### src/rtl/key_word_assembler.sv
// Packs the first KEY_WORDS 32-bit words of each SOP/EOP-framed packet into one key and holds it in a one-entry output register.
// Define KEY_ASSEMBLER_STATS_EN to add the STAT_KEYS / STAT_ERRORS counter ports.
module key_word_assembler #(
    parameter  int KEY_WIDTH = 128,
    localparam int KEY_WORDS = (KEY_WIDTH - 1) / 32 + 1,
    localparam int LEN_WIDTH = $clog2(KEY_WORDS + 1)
) (
    input  logic                 CLK,
    input  logic                 RESET,
    input  logic [31:0]          IN_DATA,
    input  logic                 IN_SOP,
    input  logic                 IN_EOP,
    input  logic                 IN_VALID,
    output logic                 IN_READY,
    output logic [KEY_WIDTH-1:0] OUT_KEY,
    output logic [LEN_WIDTH-1:0] OUT_LEN,
    output logic                 OUT_VALID,
    input  logic                 OUT_READY
`ifdef KEY_ASSEMBLER_STATS_EN
    ,
    output logic [31:0]          STAT_KEYS,
    output logic [15:0]          STAT_ERRORS
`endif
);

    typedef enum logic [1:0] {IDLE, COLLECT, DISCARD} state_t;

    localparam int ASM_WIDTH = KEY_WORDS * 32;
    localparam logic [LEN_WIDTH-1:0] LAST_IDX = LEN_WIDTH'(KEY_WORDS - 1);

    state_t               state_q, state_d;
    logic [LEN_WIDTH-1:0] count_q, count_d;
    logic [ASM_WIDTH-1:0] asm_q, asm_d;
    logic [KEY_WIDTH-1:0] out_key_q, out_key_d;
    logic [LEN_WIDTH-1:0] out_len_q, out_len_d;
    logic                 out_valid_q, out_valid_d;

    logic                 storing;
    logic                 completes;
    logic                 accept;
    logic                 error_evt;
    logic [LEN_WIDTH-1:0] idx;
    logic [ASM_WIDTH-1:0] asm_next;

    // An SOP always restarts assembly at index 0, whatever state we are in.
    always_comb begin
        storing   = IN_SOP || (state_q == COLLECT);
        idx       = IN_SOP ? '0 : count_q;
        completes = storing && (IN_EOP || (idx == LAST_IDX));
        IN_READY  = !(completes && out_valid_q && !OUT_READY);
        accept    = IN_VALID && IN_READY;
        error_evt = accept && (IN_SOP ? (state_q != IDLE) : (state_q == IDLE));

        asm_next = IN_SOP ? '0 : asm_q;
        for (int i = 0; i < KEY_WORDS; i++) begin
            if (idx == LEN_WIDTH'(i)) begin
                asm_next[i*32 +: 32] = IN_DATA;
            end
        end
    end

    always_comb begin
        state_d     = state_q;
        count_d     = count_q;
        asm_d       = asm_q;
        out_key_d   = out_key_q;
        out_len_d   = out_len_q;
        out_valid_d = out_valid_q && !OUT_READY;

        if (accept && storing) begin
            asm_d = asm_next;
            if (completes) begin
                count_d     = '0;
                state_d     = IN_EOP ? IDLE : DISCARD;
                out_valid_d = 1'b1;
                out_key_d   = asm_next[KEY_WIDTH-1:0];
                out_len_d   = idx + LEN_WIDTH'(1);
            end else begin
                count_d = idx + LEN_WIDTH'(1);
                state_d = COLLECT;
            end
        end else if (accept && (state_q == DISCARD) && IN_EOP) begin
            state_d = IDLE;
        end
    end

    always_ff @(posedge CLK or posedge RESET) begin
        if (RESET) begin
            state_q     <= IDLE;
            count_q     <= '0;
            asm_q       <= '0;
            out_key_q   <= '0;
            out_len_q   <= '0;
            out_valid_q <= 1'b0;
        end else begin
            state_q     <= state_d;
            count_q     <= count_d;
            asm_q       <= asm_d;
            out_key_q   <= out_key_d;
            out_len_q   <= out_len_d;
            out_valid_q <= out_valid_d;
        end
    end

    assign OUT_KEY   = out_key_q;
    assign OUT_LEN   = out_len_q;
    assign OUT_VALID = out_valid_q;

`ifdef KEY_ASSEMBLER_STATS_EN
    logic [31:0] stat_keys_q, stat_keys_d;
    logic [15:0] stat_errors_q, stat_errors_d;

    // The error counter sticks at all-ones rather than wrapping.
    always_comb begin
        stat_keys_d   = stat_keys_q;
        stat_errors_d = stat_errors_q;
        if (out_valid_q && OUT_READY) begin
            stat_keys_d = stat_keys_q + 32'd1;
        end
        if (error_evt && (stat_errors_q != 16'hFFFF)) begin
            stat_errors_d = stat_errors_q + 16'd1;
        end
    end

    always_ff @(posedge CLK or posedge RESET) begin
        if (RESET) begin
            stat_keys_q   <= '0;
            stat_errors_q <= '0;
        end else begin
            stat_keys_q   <= stat_keys_d;
            stat_errors_q <= stat_errors_d;
        end
    end

    assign STAT_KEYS   = stat_keys_q;
    assign STAT_ERRORS = stat_errors_q;
`else
    logic unused_error_evt;
    assign unused_error_evt = error_evt;
`endif

endmodule

### config.mk
export PLATFORM = sky130hd
export DESIGN_NAME = key_word_assembler
export DESIGN_NICKNAME = d
export VERILOG_FILES = /design/src/rtl/key_word_assembler.sv
export SDC_FILE = /design/constraint.sdc
export NUM_CORES = 1
export LEC_CHECK = 0
export BUFFER_PORTS_ARGS = -buffer_cell sky130_fd_sc_hd__buf_2
export CAP_MARGIN = 10
export CELL_PAD_IN_SITES_DETAIL_PLACEMENT = 0
export CELL_PAD_IN_SITES_GLOBAL_PLACEMENT = 1
export CORE_AREA = 2 2 190 210
export DETAILED_ROUTE_END_ITERATION = 12
export DIE_AREA = 0 0 192 212
export PLACE_DENSITY_LB_ADDON = 0.1
export SLEW_MARGIN = 0
export SYNTH_ARGS = -nofsm -noshare
export SYNTH_HDL_FRONTEND = slang
export SYNTH_SLANG_ARGS = --single-unit
### constraint.sdc
create_clock -name CLK -period 9.4 [get_ports CLK]
set_clock_uncertainty 0.05 [all_clocks]
set_input_delay 0.47 -clock CLK [delete_from_list [all_inputs] [get_ports CLK]]
set_output_delay 0.47 -clock CLK [all_outputs]
set_load 0.02 [all_outputs]
Word-level counts from Yosys, hierarchy flattened
Index checks and enable logic that the tools add are counted.
{ "classes": {"n_addsub": 1, "multipliers": 0, "div": 0, "magnitude_cmp": 0, "n_eq_ne": 5, "shifts": 0, "muxes": 13, "bitwise": 0, "reduce_logical": 15} }
{ "ops": {"columns": ["op", "count"], "rows": [
  ["$mux 128", 1],
  ["$mux 32", 4],
  ["$logic_and 1x1->1", 8],
  ["$mux 2", 4],
  ["$eq 3x2->1 const B", 2],
  ["$mux 3", 2],
  ["$add 3x1->3 const B", 1],
  ["$eq 3x1->1 const B", 1],
  ["$logic_not 3->1", 1],
  ["$eq 2x1->1 const B", 1],
  ["$eq 2x2->1 const B", 1],
  ["$logic_not 1->1", 2],
  ["$logic_or 1x1->1", 2],
  ["$mux 1", 2],
  ["$reduce_and 2->1", 1],
  ["$reduce_bool 2->1", 1]
]} }
{ "word_totals": {"ff_bits": 265, "latchBits": 0, "ram_bits": 0, "mem_bits_ro": 0, "output_inout_bits": 133, "memories": 0} }

Longest topological paths before layout
{ "depth": {"depth_word": 12, "ltp_mapped": 12, "depth_no_buf": 8} }

Worst setup path after synthesis
OpenSTA, ideal clock, no wires.
{ "synth_path": {"path_type": "input -> register", "from": "in IN_SOP", "to": "reg out_key_q[10] (netlist: OUT_KEY[10])", "setup_ns": 0.125, "arrival_ns": 2.443, "slack_ns": 6.782, "cell_stages": 12, "n_path_buf": 4, "cell_sequence": "buf_2 -> nand2b_1 -> inv_1 -> ha_1 -> ha_1 -> buf_6 -> nor2_8 -> nor2_1 -> nor3_2 -> buf_6 -> buf_6 -> mux2_4"} }
{ "synth_between": {"elab_chain_cells": 10} }
{ "synth_lines": {"columns": ["item", "line", "rtl"], "rows": [
  ["start, declared", "11", "input logic IN_SOP,"],
  ["$mux 3", "48", "idx = IN_SOP ? '0 : count_q;"],
  ["$eq 3x2->1", "49", "completes = storing && (IN_EOP || (idx == LAST_IDX));"],
  ["$logic_or 1x1->1", "49", null],
  ["$logic_and 1x1->1", "49", null],
  ["$logic_and 1x1->1 (2 in series)", "50", "IN_READY = !(completes && out_valid_q && !OUT_READY);"],
  ["$logic_not 1->1", "50", null],
  ["$logic_and 1x1->1", "51", "accept = IN_VALID && IN_READY;"],
  ["$logic_and 1x1->1", "70", "if (accept && storing) begin"],
  ["$reduce_and 2->1 (no source line)", null, null],
  ["end signal, assigned", "99", "out_key_q <= out_key_d;"],
  ["end, declared", "34", "logic [KEY_WIDTH-1:0] out_key_q, out_key_d;"]
]} }
Several ways; a longest one is shown, not always the timed one.
A chain may end at the register's enable or synchronous reset.

Worst setup path after layout
{ "layout_path": {"from": "reg count_q[1]", "to": "reg asm_q[117]"} }
{ "layout_between": {"elab_chain_cells": 9} }
{ "layout_lines": {"columns": ["item", "line", "rtl"], "rows": [
  ["start, declared", "32", "logic [LEN_WIDTH-1:0] count_q, count_d;"],
  ["start signal, assigned", "97", "count_q <= count_d;"],
  ["$mux 3 (*)", "48", null],
  ["$eq 3x2->1 (*)", "49, 56", null],
  ["$logic_or 1x1->1", "49", null],
  ["$logic_and 1x1->1", "49", null],
  ["$logic_and 1x1->1 (2 in series)", "50", null],
  ["$logic_not 1->1", "50", null],
  ["$logic_and 1x1->1", "51", null],
  ["$logic_and 1x1->1", "70", null],
  ["end signal, assigned", "98", "asm_q <= asm_d;"],
  ["end, declared", "33", "logic [ASM_WIDTH-1:0] asm_q, asm_d;"]
]} }
Mark *: on every way between the ends. The rest lies on a longest branch, timed or not.

==> reports/metrics.cfg <==
[logic_synthesis]
synth_compound_area_share_pct=18.6
synth_area_leaders=dfrtp_1 (58%), a22o_1 (18%), mux2_2 (7.7%), mux2_4 (5.0%), mux2_1 (3.6%)
synth-edff-count=0
synth_fp_nets=829
netlist_area_mm2=0.0114
synth-simple-area-share_pct=1.40
syn_inst=786
synth_top_area_share_pct=57.9
synth_area_per_cell_um2=14.6
ys_warn_count=0
synth.yosys.seq_area_share_pct=57.9
synth_seq_cells=265
synth_area_leader_cell=dfrtp_1
synthMuxAreaShare_pct=16.5
synth_cell_type_count=31
ys_async_sr_fraction_pct=100
synthXorXnorAreaFrac_pct=0
ys.flop_type=dfrtp_1
synthAdderAreaFrac_pct=0.547
synth_top_family_by_area=compound AO/OA/AOI/OAI gates

[floorplan]
core_region_area_mm2=0.0388
dieArea_mm2=0.0407
fp.dieH_um=212
rows=76
start_util_pct=29.5
io_pins=171
die_w_um=192

[min_path]
min_path_type=primary input to async pin

[pwr]
power_switching_mw=1.02
p_leak_nw=6.80
clkPwrFrac_pct=36.3
switching_share_pct=29.8
power.total_mw=3.41
ir_drop_uv=144
internal_power_mw=2.39
seqPwrFrac_pct=42.4
power_density_mw_per_mm2=251
pwr-share-comb_pct=21.3

[clock_network]
numCtsBuffers=31
cts_sinks=265
ctsHoldBuffers=0
cts_tree=yes
clk_pin_slew_ns=0.06
postCtsSetupBuffers=0
clk_latency_ns=0.57
h-tree-depth=1
cts-root-buf=clkbuf_16
postCtsResizedCells=0
cts.path.max_buffers=3

[placed_design]
dp.cells=1389
gp_congestion=0.679
dp_hpwl_um=20000
io_buffer_count=170
post-place-ws_ns=5.17

[global_routing]
grt_start_max_net_pins=150
antenna_found_initial=0
grt_overflow_total=0
grt_usage_pct=16.3
grt_pass1_wl_um=50200
grt_pass1_vias=7540

[routing]
antenna_left=0
vias=7259
drt-vias-per-instance=5.02
first_iter_violations=405
drc=0
wl_um=33000
drtPass1Iterations=5
wl_per_cell_um=22.8

[finish]
area_growth_syn_to_layout_pct=18.7
nNetsFinal=958
final_cell_mix=dfrtp_1 (265), a22o_1 (230), buf_2 (170)
mostFrequentLayoutCell=dfrtp_1
diodes=0
drive_gt1_share_pct=38.7
fin_util_pct=35.0
stdcell_count=1446

[setup_path]
crit_type=flip-flop to flip-flop
startpoint_type=flip-flop
worstPathArrival_ns=4.16
cp-end-kind=flip-flop
crit_required_ns=9.84
critical-path-top-delay-family=simple AND/OR/NAND/NOR gates
cp_slowest_cell=ha_2
path_cells=nor2b_1 -> ha_1 -> ha_2 -> nor2_8 -> o221ai_4 -> buf_4 -> or2_1 -> a22o_1
worst-path-buf-inv=1
cp_max_fo=37
critPathMaxStageDelay_ns=0.83

[timing]
tightest_slew_ns=1.17
finalSetupViolCount=0
timing.fmax_mhz=269
fin_setup_tns_ns=0
min_period_over_period_pct=39.5
hold_viol_final=0
rsz0062_at_grt=no
setup_slack_ns=5.69
min_period_ns=3.71
max_slew_margin_pct=21.7
drv_slew=0

[run]
maxCapViolCount=0

[outcome]
status=finished clean

[power groups by stage]
stage	Sequential (mW)	Clock (mW)	Combinational [mW]
global placement	1.47	0	0.733
CTS	1.45	1.27	0.741
global route	1.47	1.32	0.785
detailed placement	1.47	0	0.739
floorplan	1.57	0	0.389
finish	1.45	1.24	0.726
[registers in the layout (all words and copies together) (netlist names)]
| register | flops |
|---|---|
| state_q | 2 |
| OUT_VALID | 1 |
| asm_q | 128 |
| OUT_KEY | 128 |
| OUT_LEN | 3 |
| count_q | 3 |
[synth_stat cells, types with 2 or more instances]
library cell,instances
nand2b_1,3
mux2_4,38
nor2b_1,2
mux2_1,37
o41ai_1,2
nand2_1,7
buf_4,3
buf_6,27
a32o_1,3
buf_2,24
or2_1,4
mux2_2,78
o21ai_0,3
buf_1,11
nor2_1,4
inv_1,7
mux2i_1,2
and2_1,3
clkbuf_1,17
a21oi_1,3
a22o_1,230
ha_1,5
dfrtp_1,265
[routing by layer]
layer / up-vias / GRT usage (%) / share of wire, %
met4: 0 / 4.08 / 1.6
met5: - / 0 / 0
met3: 35 / 2.69 / 4.5
met2: 166 / 25.6 / 46
li1: 3246 / - / -
met1: 3812 / 23.5 / 48
[logic make-up after synthesis]
group,Yosys count
AO/OA/AOI/OAI,245
flip-flops,265
buffers and inverters,89
multiplexers,155
adder cells (fa/ha/maj),5
AND/OR/NAND/NOR,27
[layout make-up]
| cell class | instances | area (µm²) |
|---|---|---|
| fillers | 3807 | 25200 |
| repair buffers | 178 | 923 |
| clock buffers | 48 | 950 |
| clock inverters | 9 | 95.1 |
| inverters | 7 | 33.8 |
| flip-flops and latches | 265 | 6630 |
| multi-input cells | 432 | 4320 |
| well taps | 507 | 634 |
[path summary, 6_finish.rpt]
check	from	cells past startpoint	slack, ns	endpoint
worst max-delay path	count_q[1]	8	5.69	asm_q[117]
worst min-delay path	RESET	2	0.04	OUT_KEY[25]
worst max register to register	count_q[1]	8	5.69	asm_q[117]
worst min register to register	count_q[1]	2	0.42	count_q[1]
max in group asynchronous	RESET	3	7.87	OUT_KEY[104]
min in group CLK	IN_EOP	2	0.20	count_q[1]
[stage by stage]
stage	area (µm²)	hold slack (ns)
floorplan	11400	0.385
global placement	12500	0.406
detailed placement	12500	0.411
CTS	13600	0.0695
global route	13600	0.0964
finish	13600	0.0430
[worst reg2reg max path, stage by stage (launching register included)]
cell	delay (ns)
dfrtp_1	0.34
nor2b_1	0.22
ha_1	0.19
ha_2	0.83
nor2_8	0.11
o221ai_4	0.31
buf_4	0.50
or2_1	0.84
a22o_1	0.26
Power figures use the tool's default switching activity.
